## config.mk

```make
export PLATFORM = sky130hd
export DESIGN_NAME = text_buf_ctrl
export DESIGN_NICKNAME = d
export VERILOG_FILES = /design/src/rtl/text_buf_ctrl.sv
export SDC_FILE = /design/constraint.sdc
export NUM_CORES = 2
export LEC_CHECK = 0
export BUFFER_PORTS_ARGS = -buffer_cell sky130_fd_sc_hd__buf_2
export CAP_MARGIN = 20
export CORE_UTILIZATION = 49
export DETAILED_ROUTE_END_ITERATION = 7
export GPL_ROUTABILITY_DRIVEN = 0
export PLACE_DENSITY = 0.67
export SYNTH_ARGS = -nofsm -noshare
export SYNTH_HDL_FRONTEND = slang
export SYNTH_SLANG_ARGS = --single-unit
```

## constraint.sdc

```tcl
create_clock -name clk -period 9.25 [get_ports clk]
set_input_delay 1.85 -clock clk [delete_from_list [all_inputs] [get_ports clk]]
set_output_delay 1.85 -clock clk [all_outputs]
set_load 0.1 [all_outputs]
```

## src/rtl/text_buf_ctrl.sv

```systemverilog
// rtl/text_buf_ctrl.sv - 16x16 text character store with draw read port and WRITE/CLEAR/SCROLL command FSM
module text_buf_ctrl #(
  parameter int unsigned CHARS_IN_LINE   = 16,
  parameter int unsigned NUMBER_OF_LINES = 16,
  parameter logic [7:0]  FILL_CHAR       = 8'h20
) (
  input  logic       clk,
  input  logic       rst,
  input  logic [7:0] char_xy,
  output logic [7:0] char_code,
  input  logic       cmd_valid,
  output logic       cmd_ready,
  input  logic [1:0] cmd_op,
  input  logic [7:0] cmd_xy,
  input  logic [7:0] cmd_char,
  output logic       cmd_done
);

  localparam logic [3:0] LAST_COL   = 4'(CHARS_IN_LINE - 1);
  localparam logic [3:0] LAST_LINE  = 4'(NUMBER_OF_LINES - 1);
  localparam bit         HAS_SCROLL = (NUMBER_OF_LINES > 1);

  localparam logic [1:0] OP_WRITE  = 2'd0;
  localparam logic [1:0] OP_CLEAR  = 2'd1;
  localparam logic [1:0] OP_SCROLL = 2'd2;

  typedef enum logic [2:0] {S_IDLE, S_CLEAR, S_SCR_RD, S_SCR_WR, S_FILL} state_t;

  state_t     state, state_nxt;
  logic [7:0] mem [0:255];
  logic [7:0] cnt, cnt_nxt, cnt_step;
  logic [7:0] rd_data;
  logic       done_nxt;
  logic       mem_we;
  logic [7:0] mem_waddr, mem_wdata;
  logic       accept, col_last, cell_last;

  // cnt is {line, col}; stepping skips unused columns so only used cells are visited
  assign accept    = cmd_valid && (state == S_IDLE);
  assign col_last  = (cnt[3:0] == LAST_COL);
  assign cell_last = col_last && (cnt[7:4] == LAST_LINE);
  assign cnt_step  = col_last ? {cnt[7:4] + 4'd1, 4'd0} : cnt + 8'd1;

  // State register
  always_ff @(posedge clk or posedge rst) begin
    if (rst) state <= S_IDLE;
    else     state <= state_nxt;
  end

  // Next-state selection
  always_comb begin
    state_nxt = state;
    case (state)
      S_IDLE: begin
        if (accept) begin
          if (cmd_op == OP_CLEAR)       state_nxt = S_CLEAR;
          else if (cmd_op == OP_SCROLL) state_nxt = HAS_SCROLL ? S_SCR_RD : S_FILL;
        end
      end
      S_CLEAR:  if (cell_last) state_nxt = S_IDLE;
      S_SCR_RD: state_nxt = S_SCR_WR;
      S_SCR_WR: state_nxt = cell_last ? S_FILL : S_SCR_RD;
      S_FILL:   if (col_last) state_nxt = S_IDLE;
      default:  state_nxt = S_IDLE;
    endcase
  end

  // Store write port, counter update and completion pulse per state
  always_comb begin
    cmd_ready = (state == S_IDLE);
    mem_we    = 1'b0;
    mem_waddr = cnt;
    mem_wdata = FILL_CHAR;
    cnt_nxt   = cnt;
    done_nxt  = 1'b0;
    case (state)
      S_IDLE: begin
        if (accept) begin
          case (cmd_op)
            OP_WRITE: begin
              mem_we    = (cmd_xy[3:0] <= LAST_COL) && (cmd_xy[7:4] <= LAST_LINE);
              mem_waddr = cmd_xy;
              mem_wdata = cmd_char;
              done_nxt  = 1'b1;
            end
            OP_CLEAR:  cnt_nxt = 8'h00;
            OP_SCROLL: cnt_nxt = HAS_SCROLL ? 8'h10 : {LAST_LINE, 4'd0};
            default:   done_nxt = 1'b1;
          endcase
        end
      end
      S_CLEAR: begin
        mem_we = 1'b1;
        if (cell_last) begin
          cnt_nxt  = 8'h00;
          done_nxt = 1'b1;
        end else begin
          cnt_nxt = cnt_step;
        end
      end
      S_SCR_WR: begin
        // source cell was latched in SCR_RD; destination is the same column one line up
        mem_we    = 1'b1;
        mem_waddr = {cnt[7:4] - 4'd1, cnt[3:0]};
        mem_wdata = rd_data;
        cnt_nxt   = cell_last ? {LAST_LINE, 4'd0} : cnt_step;
      end
      S_FILL: begin
        mem_we = 1'b1;
        if (col_last) begin
          cnt_nxt  = 8'h00;
          done_nxt = 1'b1;
        end else begin
          cnt_nxt = cnt + 8'd1;
        end
      end
      default: ;
    endcase
  end

  // Cell counter, done pulse and scroll source latch
  always_ff @(posedge clk or posedge rst) begin
    if (rst) begin
      cnt      <= 8'h00;
      cmd_done <= 1'b0;
      rd_data  <= 8'h00;
    end else begin
      cnt      <= cnt_nxt;
      cmd_done <= done_nxt;
      if (state == S_SCR_RD) rd_data <= mem[cnt];
    end
  end

  // Store write; contents are never reset
  always_ff @(posedge clk) begin
    if (mem_we && !rst) mem[mem_waddr] <= mem_wdata;
  end

  // Draw read port: one-cycle latency, read-first against the internal write
  always_ff @(posedge clk or posedge rst) begin
    if (rst) char_code <= 8'h00;
    else     char_code <= mem[char_xy];
  end

endmodule

```

==> Word-level counts from Yosys, hierarchy flattened <==
Memories as Yosys holds them, arrays and structs flattened. A register that Yosys moved wholly into a read port is not among the register bits.
Cells that the tools add are included.
{ "totals": {"reg_bits": 12, "latchBits": 0, "ram_bits": 2048, "mem_bits_ro": 0, "input_bits": 29, "output_inout_bits": 10, "word_cells": 63, "mem_count": 1} }
{ "memory_table": {"columns": ["memory", "depth", "word_bits", "read_ports", "rd_ports_with_merged_regs", "write_ports", "line_no", "source"], "rows": [
  ["mem", 256, 8, 2, 2, 1, "30", "logic [7:0] mem [0:255];"]
]} }
{ "classes": {"add_sub_neg": 3, "mul": 0, "div_mod_pow": 0, "magnitude_cmp": 2, "n_eq_ne": 12, "n_shift": 0, "n_mux": 30, "bitwise_logic": 0, "reduce_logical": 12} }
{ "ops": {"columns": ["cell", "n"], "rows": [
  ["2-to-1 mux 8 bit", 9],
  ["one-hot mux 8 bit (2 select lines)", 3],
  ["one-hot mux 8 bit (4 select lines)", 1],
  ["2-to-1 mux 3 bit", 6],
  ["one-hot mux 3 bit (5 select lines)", 1],
  ["adder 8 x 1 -> 8 bit (second input constant)", 1],
  ["equality test 4 bit (second input constant)", 2],
  ["less-or-equal comparator 4 bit (second input constant)", 2],
  ["2-to-1 mux 1 bit", 8],
  ["equality test 3 x 2 -> 1 bit (second input constant)", 2],
  ["adder 4 x 1 -> 4 bit (second input constant)", 1],
  ["logical AND 1 bit", 4],
  ["!= test 2 bit (second input constant)", 2],
  ["AND reduction 4 bit", 1],
  ["nonzero test 4 bit", 1],
  ["subtractor 4 x 1 -> 4 bit (second input constant)", 1],
  ["equality test 3 x 1 -> 1 bit (second input constant)", 1],
  ["equality test 3 bit (second input constant)", 1],
  ["zero test 3 bit", 1],
  ["!= test 3 x 1 -> 1 bit (second input constant)", 1],
  ["one-hot mux 1 bit (3 select lines)", 1],
  ["AND reduction 3 bit", 1],
  ["OR reduction 3 bit", 1],
  ["equality test 2 x 1 -> 1 bit (second input constant)", 1],
  ["other kinds (6)", 6]
]} }

==> Depth between registers and ports, before layout <==
{ "depth": {"depth_word": 8, "ltp_mapped": 13, "depth_no_buf": 8} }

==> Worst setup path after synthesis <==
OpenSTA, ideal clock, no wires.
{ "synth_timing": {"path_kind": "register to register", "from": "register state[0]", "to": "memory mem[0][5], data pin", "arrival_time_ns": 7.590, "slack_ns": 0.126, "stages_incl_launch_ff": 5, "synth_period_minus_slack_ns": 9.124, "path_cell_list": "dfrtp_1 > buf_2 > and3b_1 > clkbuf_1 > o211ai_1"} }
{ "synth_via": {"elab_chain_len": 4, "word_cells_on_any_way": 5, "cone_classes": "1 x eq/ne; 2 x mux; 2 x reduce/logical"} }
{ "synth_lines": {"columns": ["item", "line_no", "source"], "rows": [
  ["start, declared", "29", "state_t state, state_nxt;"],
  ["start signal, assigned", "47", "else state <= state_nxt;"],
  ["zero test 3 bit", "39, 76", null],
  ["logical AND 1 bit", "39", "assign accept = cmd_valid && (state == S_IDLE);"],
  ["2-to-1 mux 8 bit", "78", "if (accept) begin"],
  ["one-hot mux 8 bit (2 select lines) (*)", "76", "case (state)"],
  ["named net mem_wdata[5]", "35", "logic [7:0] mem_waddr, mem_wdata;"],
  ["end, declared", "30", null]
]} }
Mark *: on every way through the listed nets, which the timed path passes. The rest lies on a longest branch.

==> Worst setup path in the final report <==
{ "layout_timing": {"from": "input port cmd_op[0]", "to": "memory mem[40][3] (enable)"} }
{ "layout_via": {"elab_chain_len": 7, "word_cells_on_any_way": 10, "cone_classes": "8 x mux; 2 x reduce/logical"} }
{ "layout_lines": {"columns": ["item", "line_no", "source"], "rows": [
  ["start, declared", "13", "input logic [1:0] cmd_op,"],
  ["zero test 2 bit (*)", "79", "case (cmd_op)"],
  ["2-to-1 mux 1 bit", "79", null],
  ["2-to-1 mux 1 bit", "78", null],
  ["one-hot mux 1 bit (2 select lines)", "76", null],
  ["logical AND 1 bit", "136", "if (mem_we && !rst) mem[mem_waddr] <= mem_wdata;"],
  ["2-to-1 mux 1 bit", "136", null],
  ["2-to-1 mux 1 bit (implied by the code)", "136", null]
]} }
Mark *: on every way between the ends. The rest lies on a longest branch, timed or not.

==> metrics.csv <==
stage,metric,value,unit
drt,via count,54500,
synthesis,top post-synthesis cells by count,"2,048 x edfxtp_1, 1,152 x mux4_2, 303 x nor2_1",
setup_path,cell mode on critical path,nor2_1,
floorplanning,io pins,39,
power_and_ir_drop,Leakage,33.3,nW
floorplanning,Die Ht,447,um
timing,Layout Skew,0.0407,ns
setup_path,CP Depth,10,
drt,wire per inst,39.7,um
worst_hold_path,worst min-delay path class,reg -> reg,
placement,Detail Placement HPWL,191000,um
clock_network,clock-pin slew on the worst setup and hold paths,0.06,ns
clock_network,worst-case clock buffer depth,3,
clock_network,post-CTS setup buffers,0,
layout,non-filler cells in the finished layout,7612,
synthesis,ranking of synthesized cells by area,"edfxtp_1 63%, mux4_2 27%, mux2i_1 1.5%",
setup_path,Reg-to-Reg Start,state[0],
timing,fin crit share,59.3,%
floorplanning,initial core utilization,49.6,%
timing,smallest hold slack,0.510,ns
setup_path,critical path arrival,5.95,ns
setup_path,Worst Setup End Kind,flop,
drt,Total Wirelength,302000,um
synthesis,Post-Syn Area,0.0971,sq mm
drt,Initial DRC Count,8105,
synthesis,"FF+latch count, synth",2076,
setup_path,worst r2r dst,mem[40][3],
clock_network,CTS resizes,0,
setup_path,CP max-delay cell,nor2_1,
setup_path,CP max stage delay,0.89,ns
clock_network,Num CTS Buffers,211,
synthesis,Yosys cell types,60,
setup_path,Crit path max-delay family,simple AND/OR/NAND/NOR gates,
drt,DR pass1 iterations,6,
grt,first-pass GRT wire length,425000,um
timing,RSZ-0062 raised after global routing,no,
clock_network,htree depth,4,
power_and_ir_drop,maximum vdd drop,0.222,mV
grt,GRT Resource Usage Total,30.7,%
setup_path,WP data required,9.72,ns
setup_path,crit start category,input pin,
timing,worst rel slew slack,17.0,%
clock_network,CTS sink cnt,2076,
synthesis,Yosys top cell area share,63.4,%
run,max-cap viol count,0,
drt,vias per cell,7.16,
timing,min Tclk post-route,5.48,ns
clock_network,root buf cell,clkbuf_16,
placement,placed cell count,7204,
synthesis,"Seq/Total Area, Yosys",64.1,%
placement,I/O Buffers,38,
floorplanning,DIE WIDTH,447,um
timing,endpoints failing setup,0,
setup_path,crit path max fanout,25,
floorplanning,CORE AREA,0.196,sq mm
clock_network,clock latency on the worst-skew pair,0.88,ns
setup_path,reg-to-reg setup timing slack,3.85,ns
synthesis,Post-synth EDFFs,2048,
outcome,outcome,completed,
layout,layout cells sized above 1,34.4,%
synthesis,cell count after synthesis,4776,
timing,TNS Setup,0,ns
drt,ANT nets after route,0,
power_and_ir_drop,PwrDens,253,mW/mm^2
setup_path,Critical Path Start,cmd_op[0],
timing,Max Transition Viols Final,0,
floorplanning,Die ar.,0.200,sq mm
grt,largest net degree at the start of global routing,193,
drt,drt drc,0,
synthesis,"count leader, synth",edfxtp_1,
timing,"Hold Vio Cnt, Final",0,
grt,vias in the first global route,54200,
power_and_ir_drop,final total power,27.1,mW
grt,global route overflow,0,
clock_network,hold buffer count at cts,0,
setup_path,WS Path Type,in -> reg,
layout,Area growth syn-to-layout,10.5,%
synthesis,syn_nets,4812,
synthesis,most area-hungry cell type in the Yosys netlist,edfxtp_1,
grt,initial antenna violation count,11,
timing,Max Fclk,182,MHz
synthesis,ys flop type,edfxtp_1,
setup_path,Crit path buffers/inverters,3,
timing,worst-margin pin slew,1.24,ns
synthesis,Yosys warnings,0,
clock_network,CTS tree,done,
synthesis,"Async S/R FF share, synth",1.35,%
layout,Final #Nets,4836,
setup_path,Reg2Reg Depth,7,
floorplanning,row cnt,162,
setup_path,CP endpoint,mem[40][3],
synthesis,mean area per synthesized cell,20.3,sq um
setup_path,worst-path cell chain,"buf_2, inv_1, ha_1, and3_1, buf_4, mux2i_2, a221o_1, nor2_1, nand2_1, nor2_1",
logic make-up (layout without fill, tap and decap cells):
logic type,after synthesis,count (layout),synth area share (%)
flip-flops,2076,2076,64.1
multiplexers,1303,1303,28.3
other,0,5,0
XOR/XNOR,3,3,0.0271
AND/OR/NAND/NOR,610,610,2.62
AO/OA/AOI/OAI,379,379,2.79
buffers and inverters,398,605,2.08
adder cells (fa/ha/maj),7,7,0.0902
worst reg2reg max path, stage by stage, from the launching register on:
cell and delay (ns):
dfrtp_1 0.81, and3b_1 0.82, nand2_1 0.22, mux2_2 0.32, a221o_1 0.32, nor2_1 0.90
nand2_1 0.73, nor2_1 0.87
cell usage in the layout (no fill, tap or decap), types with 7 or more instances in the layout:
cell type / netlist / routed
buf_2: 142 / 34
o221ai_1: 31 / 31
ha_1: 7 / 7
inv_1: 8 / 8
o211ai_1: 9 / 9
nor3_1: 18 / 17
edfxtp_1: 2048 / 2048
inv_6: 0 / 8
dfrtp_1: 28 / 21
a32oi_1: 8 / 8
clkinv_2: 0 / 39
clkbuf_16: 0 / 215
buf_4: 29 / 129
clkinv_1: 1 / 53
nand3_1: 61 / 61
o22ai_1: 33 / 33
nand2_2: 0 / 16
nor2_1: 303 / 298
a22oi_1: 105 / 105
nand2_1: 178 / 161
a21oi_1: 48 / 48
nor2b_1: 11 / 7
a31oi_1: 14 / 14
clkinvlp_4: 0 / 17
mux2i_1: 143 / 143
a22o_4: 0 / 7
o31ai_1: 8 / 8
nand4_1: 7 / 7
clkbuf_1: 153 / 35
mux4_2: 1152 / 1152
a22o_1: 30 / 23
a221oi_1: 15 / 15
bufinv_16: 0 / 20
a211oi_1: 8 / 8
mux2_2: 7 / 7
o21ai_0: 43 / 43
buf_12: 0 / 23
flip-flops by register name, indices dropped and copies added, names as in the netlist:
| name | count |
|---|---|
| cmd_done | 1 |
| state | 3 |
| cnt | 8 |
| mem | 2048 |
| char_code | 8 |
| rd_data | 8 |
power by group:
part	internal (mW)	total, mW	leakage [nW]	switching [mW]
Clock	4.82	8.53	3.31	3.71
Sequential	11.1	11.2	19.1	0.168
Combinational	2.81	7.34	10.9	4.53
layer usage:
layer	global-route usage (%)	routed length (um)	vias to the layer above
met5	0.269	143	-
met4	14.9	16700	12
met3	8.06	35200	653
met2	46.7	141000	3660
met1	41.4	109000	29300
li1	-	-	20900
how the worst min path moves through the flow:
stage          startpoint         end  slack, ns  cells past startpoint
6_report       rd_data[5]  rd_data[5]       0.51                      2
5_1_grt        rd_data[5]  rd_data[5]       0.53                      2
4_1_cts        rd_data[5]  rd_data[5]       0.51                      2
3_5_place_dp   rd_data[5]  rd_data[5]       0.49                      2
3_3_place_gp   rd_data[5]  rd_data[5]       0.49                      2
2_1_floorplan  rd_data[5]  rd_data[5]       0.46                      2
final cells by class:
class | count | area (sq um)
tap | 2624 | 3280
antenna | 5 | 12.5
clock buffer | 252 | 5540
multi-input combinational | 2302 | 33000
clock inverter | 144 | 1300
fill | 14800 | 88500
sequential | 2076 | 62200
inverter | 10 | 42.5
timing repair buffer | 199 | 1850
through the flow:
stage	util, %	setup slack, ns	instance area (sq um)
after global routing	54.8	3.74	107000
after global placement	51.2	3.12	100000
after detailed placement	51.2	3.08	100000
after floorplan	-	0.126	97100
final	54.8	3.77	107000
after CTS	54.7	3.98	107000
No activity file was read; power rests on OpenSTA's default activity.
